[src/rtl/iurt_fifo_controller.sv]
`default_nettype none
// ---------------------------------------------------------------------------
// iurt_fifo_controller - Wishbone register front end for an RX/TX byte FIFO
// pair with debug break. Build macro IURT_IRQ_EN enables irq.     Rev 1.0
// ---------------------------------------------------------------------------
module iurt_fifo_controller #(
  parameter int RX_DEPTH_LOG2 = 4,
  parameter int TX_DEPTH_LOG2 = 4
) (
  input  logic        clk,
  input  logic        arst,
  input  logic        ce,
  input  logic        cyc_i,
  input  logic        stb_i,
  input  logic        we_i,
  input  logic [3:2]  adr_i,
  input  logic [31:0] dat_i,
  output logic [31:0] dat_o,
  output logic        ack_o,
  output logic        irq,
  output logic        break_o,  // "break" is a reserved word in SystemVerilog
  input  logic        data_dwn_valid,
  input  logic [7:0]  data_dwn,
  output logic        data_dwn_ready,
  input  logic        data_up_ready,
  output logic        data_up_valid,
  output logic [7:0]  data_up
);

  localparam int RX_DEPTH = 1 << RX_DEPTH_LOG2;
  localparam int TX_DEPTH = 1 << TX_DEPTH_LOG2;

  localparam logic [RX_DEPTH_LOG2:0]   RX_FULL_CNT = (RX_DEPTH_LOG2 + 1)'(RX_DEPTH);
  localparam logic [TX_DEPTH_LOG2:0]   TX_FULL_CNT = (TX_DEPTH_LOG2 + 1)'(TX_DEPTH);
  localparam logic [RX_DEPTH_LOG2:0]   RX_CNT_ONE  = (RX_DEPTH_LOG2 + 1)'(1);
  localparam logic [TX_DEPTH_LOG2:0]   TX_CNT_ONE  = (TX_DEPTH_LOG2 + 1)'(1);
  localparam logic [RX_DEPTH_LOG2-1:0] RX_PTR_ONE  = (RX_DEPTH_LOG2)'(1);
  localparam logic [TX_DEPTH_LOG2-1:0] TX_PTR_ONE  = (TX_DEPTH_LOG2)'(1);

  localparam logic [1:0] ADR_DATA   = 2'd0;
  localparam logic [1:0] ADR_CTRL   = 2'd1;
  localparam logic [1:0] ADR_STATUS = 2'd2;

`ifdef IURT_IRQ_EN
  localparam logic [2:0] CTRL_WR_MASK = 3'b111;
`else
  localparam logic [2:0] CTRL_WR_MASK = 3'b001;
`endif

  logic [7:0] rx_mem [RX_DEPTH];
  logic [7:0] tx_mem [TX_DEPTH];

  logic [RX_DEPTH_LOG2-1:0] rx_wr_q, rx_wr_d, rx_rd_q, rx_rd_d;
  logic [RX_DEPTH_LOG2:0]   rx_cnt_q, rx_cnt_d;
  logic [TX_DEPTH_LOG2-1:0] tx_wr_q, tx_wr_d, tx_rd_q, tx_rd_d;
  logic [TX_DEPTH_LOG2:0]   tx_cnt_q, tx_cnt_d;

  logic        ack_q, ack_d;
  logic [31:0] dat_q, dat_d;
  logic        up_valid_q, up_valid_d;
  logic [7:0]  up_data_q, up_data_d;
  logic [2:0]  ctrl_q, ctrl_d;
  logic        ovf_q, ovf_d;
  logic        brk_local_q, brk_local_d;
  logic        irq_q, irq_d;

  logic rx_full, rx_nonempty, tx_full, tx_empty;
  logic req, tx_stall, accept, wr_acc, rd_acc;
  logic rx_push, rx_pop, tx_push, tx_pop, ovf_clr;
  logic [7:0]  rx_head;
  logic [31:0] status;
  logic        unused_dat;

  assign rx_full     = (rx_cnt_q == RX_FULL_CNT);
  assign rx_nonempty = (rx_cnt_q != '0);
  assign tx_full     = (tx_cnt_q == TX_FULL_CNT);
  assign tx_empty    = (tx_cnt_q == '0);
  assign rx_head     = rx_mem[rx_rd_q];

  // A data write into a full TX FIFO is held off; the master keeps strobing.
  assign req      = cyc_i & stb_i & ce & ~ack_q;
  assign tx_stall = we_i & (adr_i == ADR_DATA) & tx_full;
  assign accept   = req & ~tx_stall;
  assign wr_acc   = accept & we_i;
  assign rd_acc   = accept & ~we_i;

  assign rx_push = ce & data_dwn_valid & ~rx_full;
  assign rx_pop  = rd_acc & (adr_i == ADR_DATA) & rx_nonempty;
  assign tx_push = wr_acc & (adr_i == ADR_DATA);
  assign tx_pop  = ce & data_up_ready & ~tx_empty;
  assign ovf_clr = wr_acc & (adr_i == ADR_STATUS) & dat_i[3];

  assign status = {8'(rx_cnt_q), 8'(tx_cnt_q), 12'b0,
                   ovf_q, tx_full, tx_empty, rx_nonempty};

  assign unused_dat = ^dat_i[31:8];

  always_comb begin
    rx_wr_d     = rx_wr_q;
    rx_rd_d     = rx_rd_q;
    rx_cnt_d    = rx_cnt_q;
    tx_wr_d     = tx_wr_q;
    tx_rd_d     = tx_rd_q;
    tx_cnt_d    = tx_cnt_q;
    ack_d       = ack_q;
    dat_d       = dat_q;
    up_valid_d  = up_valid_q;
    up_data_d   = up_data_q;
    ctrl_d      = ctrl_q;
    ovf_d       = ovf_q;
    brk_local_d = brk_local_q;
    irq_d       = irq_q;

    if (ce) begin
      ack_d = accept;

      if (rx_push) rx_wr_d = rx_wr_q + RX_PTR_ONE;
      if (rx_pop)  rx_rd_d = rx_rd_q + RX_PTR_ONE;
      case ({rx_push, rx_pop})
        2'b10:   rx_cnt_d = rx_cnt_q + RX_CNT_ONE;
        2'b01:   rx_cnt_d = rx_cnt_q - RX_CNT_ONE;
        default: rx_cnt_d = rx_cnt_q;
      endcase

      if (tx_push) tx_wr_d = tx_wr_q + TX_PTR_ONE;
      if (tx_pop)  tx_rd_d = tx_rd_q + TX_PTR_ONE;
      case ({tx_push, tx_pop})
        2'b10:   tx_cnt_d = tx_cnt_q + TX_CNT_ONE;
        2'b01:   tx_cnt_d = tx_cnt_q - TX_CNT_ONE;
        default: tx_cnt_d = tx_cnt_q;
      endcase

      up_valid_d = tx_pop;
      if (tx_pop) up_data_d = tx_mem[tx_rd_q];

      // A new overflow wins over a simultaneous clear.
      ovf_d = (ovf_q & ~ovf_clr) | (data_dwn_valid & rx_full);

      brk_local_d = data_dwn_valid;
      if (break_o) ctrl_d[0] = 1'b0;
      if (wr_acc && adr_i == ADR_CTRL) ctrl_d = dat_i[2:0] & CTRL_WR_MASK;

      if (rd_acc) begin
        case (adr_i)
          ADR_DATA:   dat_d = {23'b0, rx_nonempty, rx_nonempty ? rx_head : 8'h00};
          ADR_CTRL:   dat_d = {29'b0, ctrl_q};
          ADR_STATUS: dat_d = status;
          default:    dat_d = 32'h0;
        endcase
      end else if (wr_acc) begin
        dat_d = 32'h0;
      end

`ifdef IURT_IRQ_EN
      irq_d = (ctrl_d[1] & (rx_cnt_d != '0)) | (ctrl_d[2] & (tx_cnt_d == '0)) | ovf_d;
`else
      irq_d = 1'b0;
`endif
    end
  end

  // Storage carries no reset; contents behind reset pointers are don't-care.
  always_ff @(posedge clk) begin
    if (rx_push) rx_mem[rx_wr_q] <= data_dwn;
    if (tx_push) tx_mem[tx_wr_q] <= dat_i[7:0];
  end

  always_ff @(posedge clk or posedge arst) begin
    if (arst) begin
      rx_wr_q     <= '0;
      rx_rd_q     <= '0;
      rx_cnt_q    <= '0;
      tx_wr_q     <= '0;
      tx_rd_q     <= '0;
      tx_cnt_q    <= '0;
      ack_q       <= 1'b0;
      dat_q       <= 32'h0;
      up_valid_q  <= 1'b0;
      up_data_q   <= 8'h00;
      ctrl_q      <= 3'b001;
      ovf_q       <= 1'b0;
      brk_local_q <= 1'b0;
      irq_q       <= 1'b0;
    end else begin
      rx_wr_q     <= rx_wr_d;
      rx_rd_q     <= rx_rd_d;
      rx_cnt_q    <= rx_cnt_d;
      tx_wr_q     <= tx_wr_d;
      tx_rd_q     <= tx_rd_d;
      tx_cnt_q    <= tx_cnt_d;
      ack_q       <= ack_d;
      dat_q       <= dat_d;
      up_valid_q  <= up_valid_d;
      up_data_q   <= up_data_d;
      ctrl_q      <= ctrl_d;
      ovf_q       <= ovf_d;
      brk_local_q <= brk_local_d;
      irq_q       <= irq_d;
    end
  end

  assign ack_o          = ack_q;
  assign dat_o          = dat_q;
  assign data_up_valid  = up_valid_q;
  assign data_up        = up_data_q;
  assign data_dwn_ready = ~rx_full;
  assign break_o        = brk_local_q & ctrl_q[0];
  assign irq            = irq_q;

endmodule
`default_nettype wire

[config.mk]
export PLATFORM = sky130hd
export DESIGN_NAME = iurt_fifo_controller
export DESIGN_NICKNAME = d
export VERILOG_FILES = /design/src/rtl/iurt_fifo_controller.sv
export SDC_FILE = /design/constraint.sdc
export NUM_CORES = 1
export LEC_CHECK = 0
export CORE_MARGIN = 2
export CORE_UTILIZATION = 30
export CTS_CLUSTER_DIAMETER = 40
export CTS_CLUSTER_SIZE = 20
export DETAILED_ROUTE_END_ITERATION = 16
export MAX_ROUTING_LAYER = met4
export PLACE_DENSITY = 0.55
export SYNTH_ARGS = -nofsm -noshare
export SYNTH_HDL_FRONTEND = slang
export SYNTH_SLANG_ARGS = --single-unit
[constraint.sdc]
create_clock -name clk -period 7.3 [get_ports clk]
set_input_delay 1.095 -clock clk [delete_from_list [all_inputs] [get_ports clk]]
set_output_delay 1.095 -clock clk [all_outputs]
set_load 0.05 [all_outputs]
---- Word-level counts from Yosys, hierarchy flattened ----
Memories as Yosys holds them, arrays and structs flattened. A register that Yosys moved wholly into a read port is not among the register bits.
Cells that the tools add are included.
operators by class
  reduce and logical (&&, ||, !) cells .... 16
  equality and inequality tests ........... 8
  bitwise gates (word level) .............. 27
  $add $sub $neg .......................... 8
  muxes and demuxes ....................... 12
operators with widths
  operator                                             count
  one-hot mux 29 bit (3 select lines)                  1
  2-to-1 mux 32 bit                                    2
  bitwise AND 1 bit                                    20
  one-hot mux 5 bit (2 select lines)                   2
  adder 4 x 1 -> 4 bit, second input constant          4
  AND reduction 2 bit                                  8
  adder 5 x 1 -> 5 bit, second input constant          2
  equality test 5 bit, second input constant           2
  subtractor 5 x 1 -> 5 bit, second input constant     2
  2-to-1 mux 8 bit                                     1
  nonzero test 2 bit                                   4
  equality test 2 x 1 -> 1 bit, second input constant  3
  equality test 2 bit, second input constant           3
  2-to-1 mux 1 bit                                     6
  inverter 1 bit                                       6
  logical NOT 5 bit                                    1
  nonzero test 5 bit                                   1
  logical NOT 2 bit                                    1
  logical AND 1 bit                                    1
  bitwise OR 1 bit                                     1
word-level totals
  logic and storage cells ................. 85
  memories ................................ 2
  memory bits (writable) .................. 256
  output and inout port bits .............. 45
  register bits after elaboration ......... 63
  bits of input ports ..................... 50
memories
  memory  depth  bits a word  rd ports  clocked after memory_dff  write ports  RTL line  RTL
  rx_mem  16     8            1         0                         1            50        logic [7:0] rx_mem [RX_DEPTH];
  tx_mem  16     8            1         1                         1            51        logic [7:0] tx_mem [TX_DEPTH];

---- Longest topological paths before layout ----
Gate-level depths: netlist of the first run.
  word-level depth ........................ 11
  depth in mapped cells ................... 12
  gate-level depth less buffers ........... 10

---- Worst setup path after synthesis of the first run ----
OpenSTA, ideal clock, no wires.
  path kind ............................... in2reg
  start point ............................. input port adr_i[3] in the netlist's numbering
  end point ............................... register rx_cnt_q[4]
  setup slack ............................. 3.836 ns
  data arrival time ....................... 3.378 ns
  buffers on the path ..................... 1
  required time ........................... 7.213 ns
  stages .................................. 11
  library setup time ...................... 0.087 ns
  cells stage by stage .................... nor3_1 > o211ai_2 > inv_2 > ha_1 > clkbuf_1 > xor2_1 > ha_1 > a21oi_1 > or3_1 > o21a_1 > o211ai_1
on the way
  word-level cells in the longest chain between the ends .. 11
  elaborated cells between the ends (all ways) .. 13
  classes of those cells .................. eq/ne: 2; mux: 1; bitwise: 7; reduce/logical: 3
ends and longest elaborated chain
  element                                                                     RTL line  RTL
  start: declaration                                                          16        input logic [3:2] adr_i,
  logical NOT 2 bit (*)                                                       82, 88
  bitwise AND 1 bit (2 in a row)                                              82        assign tx_stall = we_i & (adr_i == ADR_DATA) & tx_full;
  inverter 1 bit                                                              83        assign accept = req & ~tx_stall;
  bitwise AND 1 bit                                                           83
  bitwise AND 1 bit                                                           85        assign rd_acc = accept & ~we_i;
  bitwise AND 1 bit (*) (2 in a row)                                          88        assign rx_pop = rd_acc & (adr_i == ADR_DATA) & rx_nonempty;
  equality test 2 x 1 -> 1 bit / equality test 2 bit (equally long branches)  119       case ({rx_push, rx_pop})
  nonzero test 2 bit (no line)                                                --
  AND reduction 2 bit (no line)                                               --
  end signal: assignment                                                      187       rx_cnt_q <= rx_cnt_d;
  end: declaration                                                            54        logic [RX_DEPTH_LOG2:0] rx_cnt_q, rx_cnt_d;
Mark *: on every way between the ends. The rest lies on a longest branch, timed or not.
A chain may end at the register's enable or synchronous reset.

---- Worst setup path in the final report of the first run ----
  start point ............................. input port ce
  end point ............................... register tx_cnt_q[4]
on the way
  word-level cells in the longest chain between the ends .. 8
  elaborated cells between the ends (all ways) .. 12
  classes of those cells .................. eq/ne: 2; mux: 1; bitwise: 7; reduce/logical: 2
ends and longest elaborated chain
  element                                                                     RTL line  RTL
  start: declaration                                                          12        input logic ce,
  bitwise AND 1 bit (2 in a row)                                              81        assign req = cyc_i & stb_i & ce & ~ack_q;
  bitwise AND 1 bit                                                           83
  bitwise AND 1 bit                                                           84        assign wr_acc = accept & we_i;
  bitwise AND 1 bit                                                           89        assign tx_push = wr_acc & (adr_i == ADR_DATA);
  equality test 2 x 1 -> 1 bit / equality test 2 bit (equally long branches)  127       case ({tx_push, tx_pop})
  nonzero test 2 bit (no line)                                                --
  AND reduction 2 bit (no line)                                               --
  end signal: assignment                                                      190       tx_cnt_q <= tx_cnt_d;
  end: declaration                                                            56        logic [TX_DEPTH_LOG2:0] tx_cnt_q, tx_cnt_d;
Parallel ways exist; a longest one is shown, timed or not.

==> reports/results.ini, run 1 <==
[drt]
drc_errors=0
drtAntennaViolNets=0
wl_per_cell_um=19.2
via_per_inst=4.68
vias=6455
dr.first_iter.drc_count=318
dr.pass1.iters=4
wl_mm=26.5

[setup_path]
crit_arrival_ns=4.39
cp_num_buf_inv=2
crit_cells=10
rr_worst_depth=8
crit_path_top_delay_cell=clkdlybuf4s50_1
cp_max_fo=13
crit_chain=clkdlybuf4s50_1, nand4b_1, a211oi_2, inv_1, ha_1, fa_1, a21o_1, a21oi_1, mux2i_1, xnor2_1
crit_type=input pin to register
critical_path_required_ns=7.77
cpLargestDelayFamily=compound AO/OA/AOI/OAI gates
crit_path_end_kind=register
cpPeakStageDelay_ns=0.80
cp-start-kind=input pin

[sta]
grt_setup_unrepaired=no
slew_headroom_pct=32.8
finalSetupTns_ns=0
setup_viol=0
finalCriticalPeriod_ns=3.92
fin_skew_ns=0.0125
hold_viol=0
worst_slew_pin_slew_ns=1.00
slew_violations=0
fmax_mhz=255
fin_hold_ws_ns=0.487
fin_crit_sh_pct=53.7
fin_ws_ns=3.38

[grt]
grt_pass1_vias=6784
antenna_found_initial=0
grt_pass1_wl_mm=41.2
grtUsageTotal_pct=12.5
grt_overflow=0
grt_max_degree=59

[floorplanning]
die_h_um=211
start_util_pct=30.5
rows=75
core_sq_mm=0.0421
die_area_sq_mm=0.0445
boundaryPins=95
die_x_um=211

[pwr]
swShare_pct=28.9
p_comb_share_pct=18.2
power_mw=5.37
seq_power_share_pct=41.9
p_leak_nw=5.15
clkPwrFrac_pct=39.9
cellPowerDensity_mw_per_mm2=347
intPower_mw=3.82
power_switching_mw=1.55
max-vdd-ir-drop_mv=0.196

[final_layout]
fillerInstances=3906
seq_area_sq_mm=0.00914
nets=875
n_antenna_cell=0
fin_util_pct=36.7
design_area_sq_mm=0.0155
multiInputGateArea_sq_mm=0.00344
layout-drive-gt1-share_pct=21.8
instances_no_fill=1380
synthToLayoutAreaGrowth_pct=20.4

[synth]
ys_types=60
postSynthAreaPerCell_sq_um=17.5
synth-edff-count=256
ys_ff_latch=314
synth_commonest_cells=256 x edfxtp_1, 60 x mux4_2, 57 x dfrtp_1
async_flop_share_pct=18.5
yosys.area.top_type=edfxtp_1
synthesis.area_sq_mm=0.0128
syn_inst=735
synth_area_leaders=edfxtp_1 60%, dfrtp_1 11%, mux4_2 11%
synthMostInstantiatedCell=edfxtp_1
ys_seq_area_share_pct=71.2
ys.flop_type=edfxtp_1
yosysWarnings=0
synth_top_area_share_pct=59.9

[clock_tree]
clock_path_buffers=3
cts_setup_buffers=0
root_buffer=clkbuf_16
hold_buffers=0
cts_tree=done
cts-resized-gates=0
cts_max_level=2
cts_buffers=42
cts.clk_slew.worst_paths_ns=0.06
clk_latency_ns=0.55
cts_sinks=314

[placement]
pre_cts_slack_ns=2.82
io_buffer_count=56
gp_congestion=0.749
placed_cells=1302
dpl.hpwl_mm=16.6
placed_area_sq_mm=0.0140

[outcome]
status=finished clean

[hold_path]
min_path_cells=2
min_path_type=register to register

[flow_run]
cap_violations=0

final timing paths:
check / start / to / slack [ns]
hold / removal: dat_o[24] / dat_o[24] / 0.49
setup reg to reg: tx_cnt_q[1] / tx_cnt_q[4] / 4.07
min in group asynchronous: arst / dat_o[6] / 1.13
max in group asynchronous: arst / tx_rd_q[1] / 5.55
setup / recovery: ce / tx_cnt_q[4] / 3.38
hold reg to reg: dat_o[24] / dat_o[24] / 0.49
cells in the final DEF (no fill, tap or decap), drive strengths merged, types with 3 or more instances in the layout:
master         instances
edfxtp               256
mux4                  60
dfrtp                 57
clkdlybuf4s50         56
nand2                 55
clkbuf                50
nor2                  31
o21ai                 23
inv                   22
o22ai                 18
mux2                  17
ha                    17
a21oi                 17
mux2i                 16
xnor2                 15
conb                  14
buf                   13
clkinv                13
nor3                   9
nand2b                 7
xor2                   6
nor2b                  5
o221ai                 5
nand4                  5
bufinv                 5
and2                   3
o2111ai                3
o211ai                 3
registers in the layout (all words and copies together), names as in the netlist:
name           flops
rx_mem           128
tx_mem           128
rx_cnt_q           5
brk_local_q        1
ack_o              1
dat_o             19
data_up            8
tx_wr_q            4
rx_rd_q            4
ovf_q              1
ctrl_q             1
data_up_valid      1
tx_rd_q            4
rx_wr_q            4
tx_cnt_q           5
routing by layer:
layer,share of wire [%],vias to the layer above,global-route usage [%]
met5,0,-,-
met4,1.8,0,3.18
met3,3.9,45,2.36
met2,48,121,19.9
met1,46,3285,16.6
li1,-,3004,-
cell families (layout without fill, tap and decap cells):
group                      Yosys count  count (layout)  share of synthesized area [%]
DFF                                314             314                           71.2
and+or+nand+nor                    129             129                           4.71
muxes                               93              93                           13.3
AOI/OAI and AO/OA                   91              91                           4.90
buffers and inverters               68             161                           2.70
xor gates and xnor gates            21              21                           1.43
adders and majority gates           18              18                           1.81
other                                1              14                         0.0292
power groups by stage:
stage	clock network [mW]	registers (mW)	logic [mW]
final	2.14	2.25	0.978
after global routing	2.27	2.28	1.07
after CTS	2.19	2.25	0.994
after detailed placement	0	2.29	0.990
after global placement	0	2.29	0.981
after floorplan	0	2.29	0.702
area by class of cell:
| type | count | area share (%) |
|---|---|---|
| flip-flops and latches | 314 | 59.1 |
| multi-input cells | 366 | 22.2 |
| clock buffers | 50 | 7.25 |
| well taps | 539 | 4.36 |
| repair buffers | 69 | 4.26 |
| clock inverters | 28 | 2.44 |
| inverters | 14 | 0.340 |
tightest hold or removal path, stage by stage (launching register included):
cell	delay, ns
dfrtp_1	0.35
nand2_1	0.05
o21ai_0	0.06
Note: power is estimated with default switching activity, not from simulation.
==> run 2, diff against run 1 <==
--- a/config.mk
+++ b/config.mk
@@ -11,7 +11,7 @@
 export CTS_CLUSTER_SIZE = 20
 export DETAILED_ROUTE_END_ITERATION = 16
 export MAX_ROUTING_LAYER = met4
-export PLACE_DENSITY = 0.55
+export PLACE_DENSITY = 0.57
 export SYNTH_ARGS = -nofsm -noshare
 export SYNTH_HDL_FRONTEND = slang
 export SYNTH_SLANG_ARGS = --single-unit
==> constraint.sdc (replaced) <==
create_clock -name clk -period 3.6 [get_ports clk]
set_input_delay 0.54 -clock clk [delete_from_list [all_inputs] [get_ports clk]]
set_output_delay 0.54 -clock clk [all_outputs]
set_load 0.05 [all_outputs]
==> reports/results.ini, run 2 (synthesis gave the netlist of run 1 again) <==
[clock_tree]
root_buffer=clkbuf_16  ; unchanged
cts.clk_slew.worst_paths_ns=0.06  ; about the same
cts_tree=done  ; unchanged
cts_sinks=314  ; unchanged
clock_path_buffers=3  ; unchanged
hold_buffers=0  ; unchanged
cts_buffers=41  ; was 42
cts-resized-gates=0  ; unchanged
clk_latency_ns=0.54  ; was 0.55 ns
cts_max_level=2  ; unchanged
cts_setup_buffers=0  ; unchanged

[grt]
antenna_found_initial=0  ; unchanged
grt_pass1_vias=6750  ; was 6,784
grtUsageTotal_pct=12.3  ; was 12.5%
grt_pass1_wl_mm=40.4  ; was 41.2 mm
grt_max_degree=31  ; was 59
grt_overflow=0  ; unchanged

[pwr]
cellPowerDensity_mw_per_mm2=677  ; was 347 mW/mm^2
power_mw=10.6  ; was 5.37 mW
p_leak_nw=5.27  ; was 5.15 nW
max-vdd-ir-drop_mv=0.296  ; was 0.196 mV

[sta]
worst_slew_pin_slew_ns=1.01  ; was 1.00 ns
slew_violations=0  ; unchanged
slew_headroom_pct=32.9  ; was 32.8%
setup_viol=0  ; unchanged
fin_crit_sh_pct=80.1
finalSetupTns_ns=0  ; unchanged
fmax_mhz=347
fin_skew_ns=0.0196  ; was 0.0125 ns
hold_viol=0  ; unchanged
grt_setup_unrepaired=no  ; unchanged
finalCriticalPeriod_ns=2.88

[final_layout]
layout-drive-gt1-share_pct=23.9  ; was 21.8%
nets=913  ; was 875
fin_util_pct=37.1  ; was 36.7%
n_antenna_cell=0  ; unchanged
layout_commonest_cell=edfxtp_1  ; unchanged
synthToLayoutAreaGrowth_pct=21.6  ; was 20.4%
final_cell_mix=256 x edfxtp_1, 60 x mux4_2, 56 x clkdlybuf4s50_1, 55 x nand2_1, 55 x dfrtp_1  ; unchanged

[placement]
gp_congestion=0.751  ; was 0.749
io_buffer_count=56  ; unchanged
dpl.hpwl_mm=17.3  ; was 16.6 mm

[drt]
via_per_inst=4.66  ; was 4.68
wl_per_cell_um=18.4  ; was 19.2 um
drc_errors=0  ; unchanged
dr.first_iter.drc_count=514  ; was 318
vias=6597  ; was 6,455
drtAntennaViolNets=0  ; unchanged
wl_mm=26.0  ; was 26.5 mm
dr.pass1.iters=4  ; unchanged

[floorplanning]
die_x_um=211  ; unchanged
die_area_sq_mm=0.0445  ; unchanged
boundaryPins=95  ; unchanged
core_sq_mm=0.0421  ; unchanged
die_h_um=211  ; unchanged
start_util_pct=30.5  ; unchanged
rows=75  ; unchanged

[hold_path]
min_path_type=register to register  ; unchanged

[setup_path]
cp_max_fo=10  ; was 13
crit_type=register to register  ; was input pin to register
crit_path_end_kind=register  ; unchanged
cp_num_buf_inv=1  ; was 2
cpPeakStageDelay_ns=0.61  ; was 0.80 ns
crit_arrival_ns=3.29  ; was 4.39 ns
cpMostUsedCell=ha_1
cp-start-kind=register  ; was input pin
crit_path_top_delay_cell=or4_4  ; was clkdlybuf4s50_1
cpLargestDelayFamily=compound AO/OA/AOI/OAI gates  ; unchanged
critical_path_required_ns=4.00  ; was 7.77 ns
crit_chain=or4_4, o211ai_2, inv_2, ha_1, xor2_1, ha_1, a22o_1, a21oi_1, o21a_1, o211ai_1  ; was clkdlybuf4s50_1, nand4b_1, a211oi_2, inv_1, ha_1, fa_1, a21o_1, a21oi_1, mux2i_1, xnor2_1

[flow_run]
cap_violations=0  ; unchanged

[outcome]
status=finished clean  ; unchanged

## run 2: cell types whose count changed in the layout (fill, tap and decap cells not counted), sizes merged
cell	change
buf	+39
bufinv	-1
clkbuf	-2
clkinv	-2
clkinvlp	+2
## run 2: where the power goes
group / switching [mW] / internal, mW
Sequential: 0.407 / 4.20
Combinational: 1.04 / 0.907
Clock: 1.59 / 2.43
Total: 3.03 / 7.54
## run 2: area by class of cell
class | count | area (sq um)
Timing Repair Buffer | 108 | 963
Multi-Input combinational cell | 366 | 3420
Clock buffer | 48 | 1050
Inverter | 14 | 52.6
Fill cell | 3876 | 26500
Clock inverter | 27 | 309
Tap cell | 539 | 674
Sequential cell | 314 | 9140
## run 2: routing by layer
layer / GRT usage (%) / vias to the layer above / part of all wire [%]
met1: 15.9 / 3341 / 45
li1: - / 3080 / -
met3: 2.22 / 39 / 4.2
met4: 3.33 / 0 / 1.7
met5: - / - / 0
met2: 19.9 / 137 / 49
## run 2: worst register-to-register path, cell delays in order, from the launching register on
cell      delay (ns)
dfrtp_1         0.49
or4_4           0.61
o211ai_2        0.28
inv_2           0.13
ha_1            0.23
xor2_1          0.15
ha_1            0.24
a22o_1          0.24
a21oi_1         0.18
o21a_1          0.13
o211ai_1        0.09
## run 2: path summary, 6_finish.rpt
check,start,to,slack [ns],cells after the start
worst max-delay path,rx_cnt_q[1],rx_cnt_q[4],0.72,10
worst min-delay path,dat_o[25],dat_o[25],0.48,2
worst max register to register,rx_cnt_q[1],rx_cnt_q[4],0.72,10
max in group asynchronous,arst,ctrl_q[0],2.39,3
min in group asynchronous,arst,dat_o[5],0.49,2
worst min register to register,dat_o[25],dat_o[25],0.48,2
## run 2: through the flow
| step | area, sq um | hold slack, ns | cells | setup slack [ns] |
|---|---|---|---|---|
| 3_5_place_dp | 14300 | 0.471 | 1341 | 0.287 |
| 6_report | 15600 | 0.483 | 1416 | 0.718 |
| 3_3_place_gp | 14300 | 0.464 | 1341 | 0.272 |
| 4_1_cts | 15600 | 0.483 | 1416 | 0.723 |
| 5_1_grt | 15600 | 0.515 | 1416 | 0.486 |
| 2_1_floorplan | 12900 | 0.469 | 748 | 0.691 |
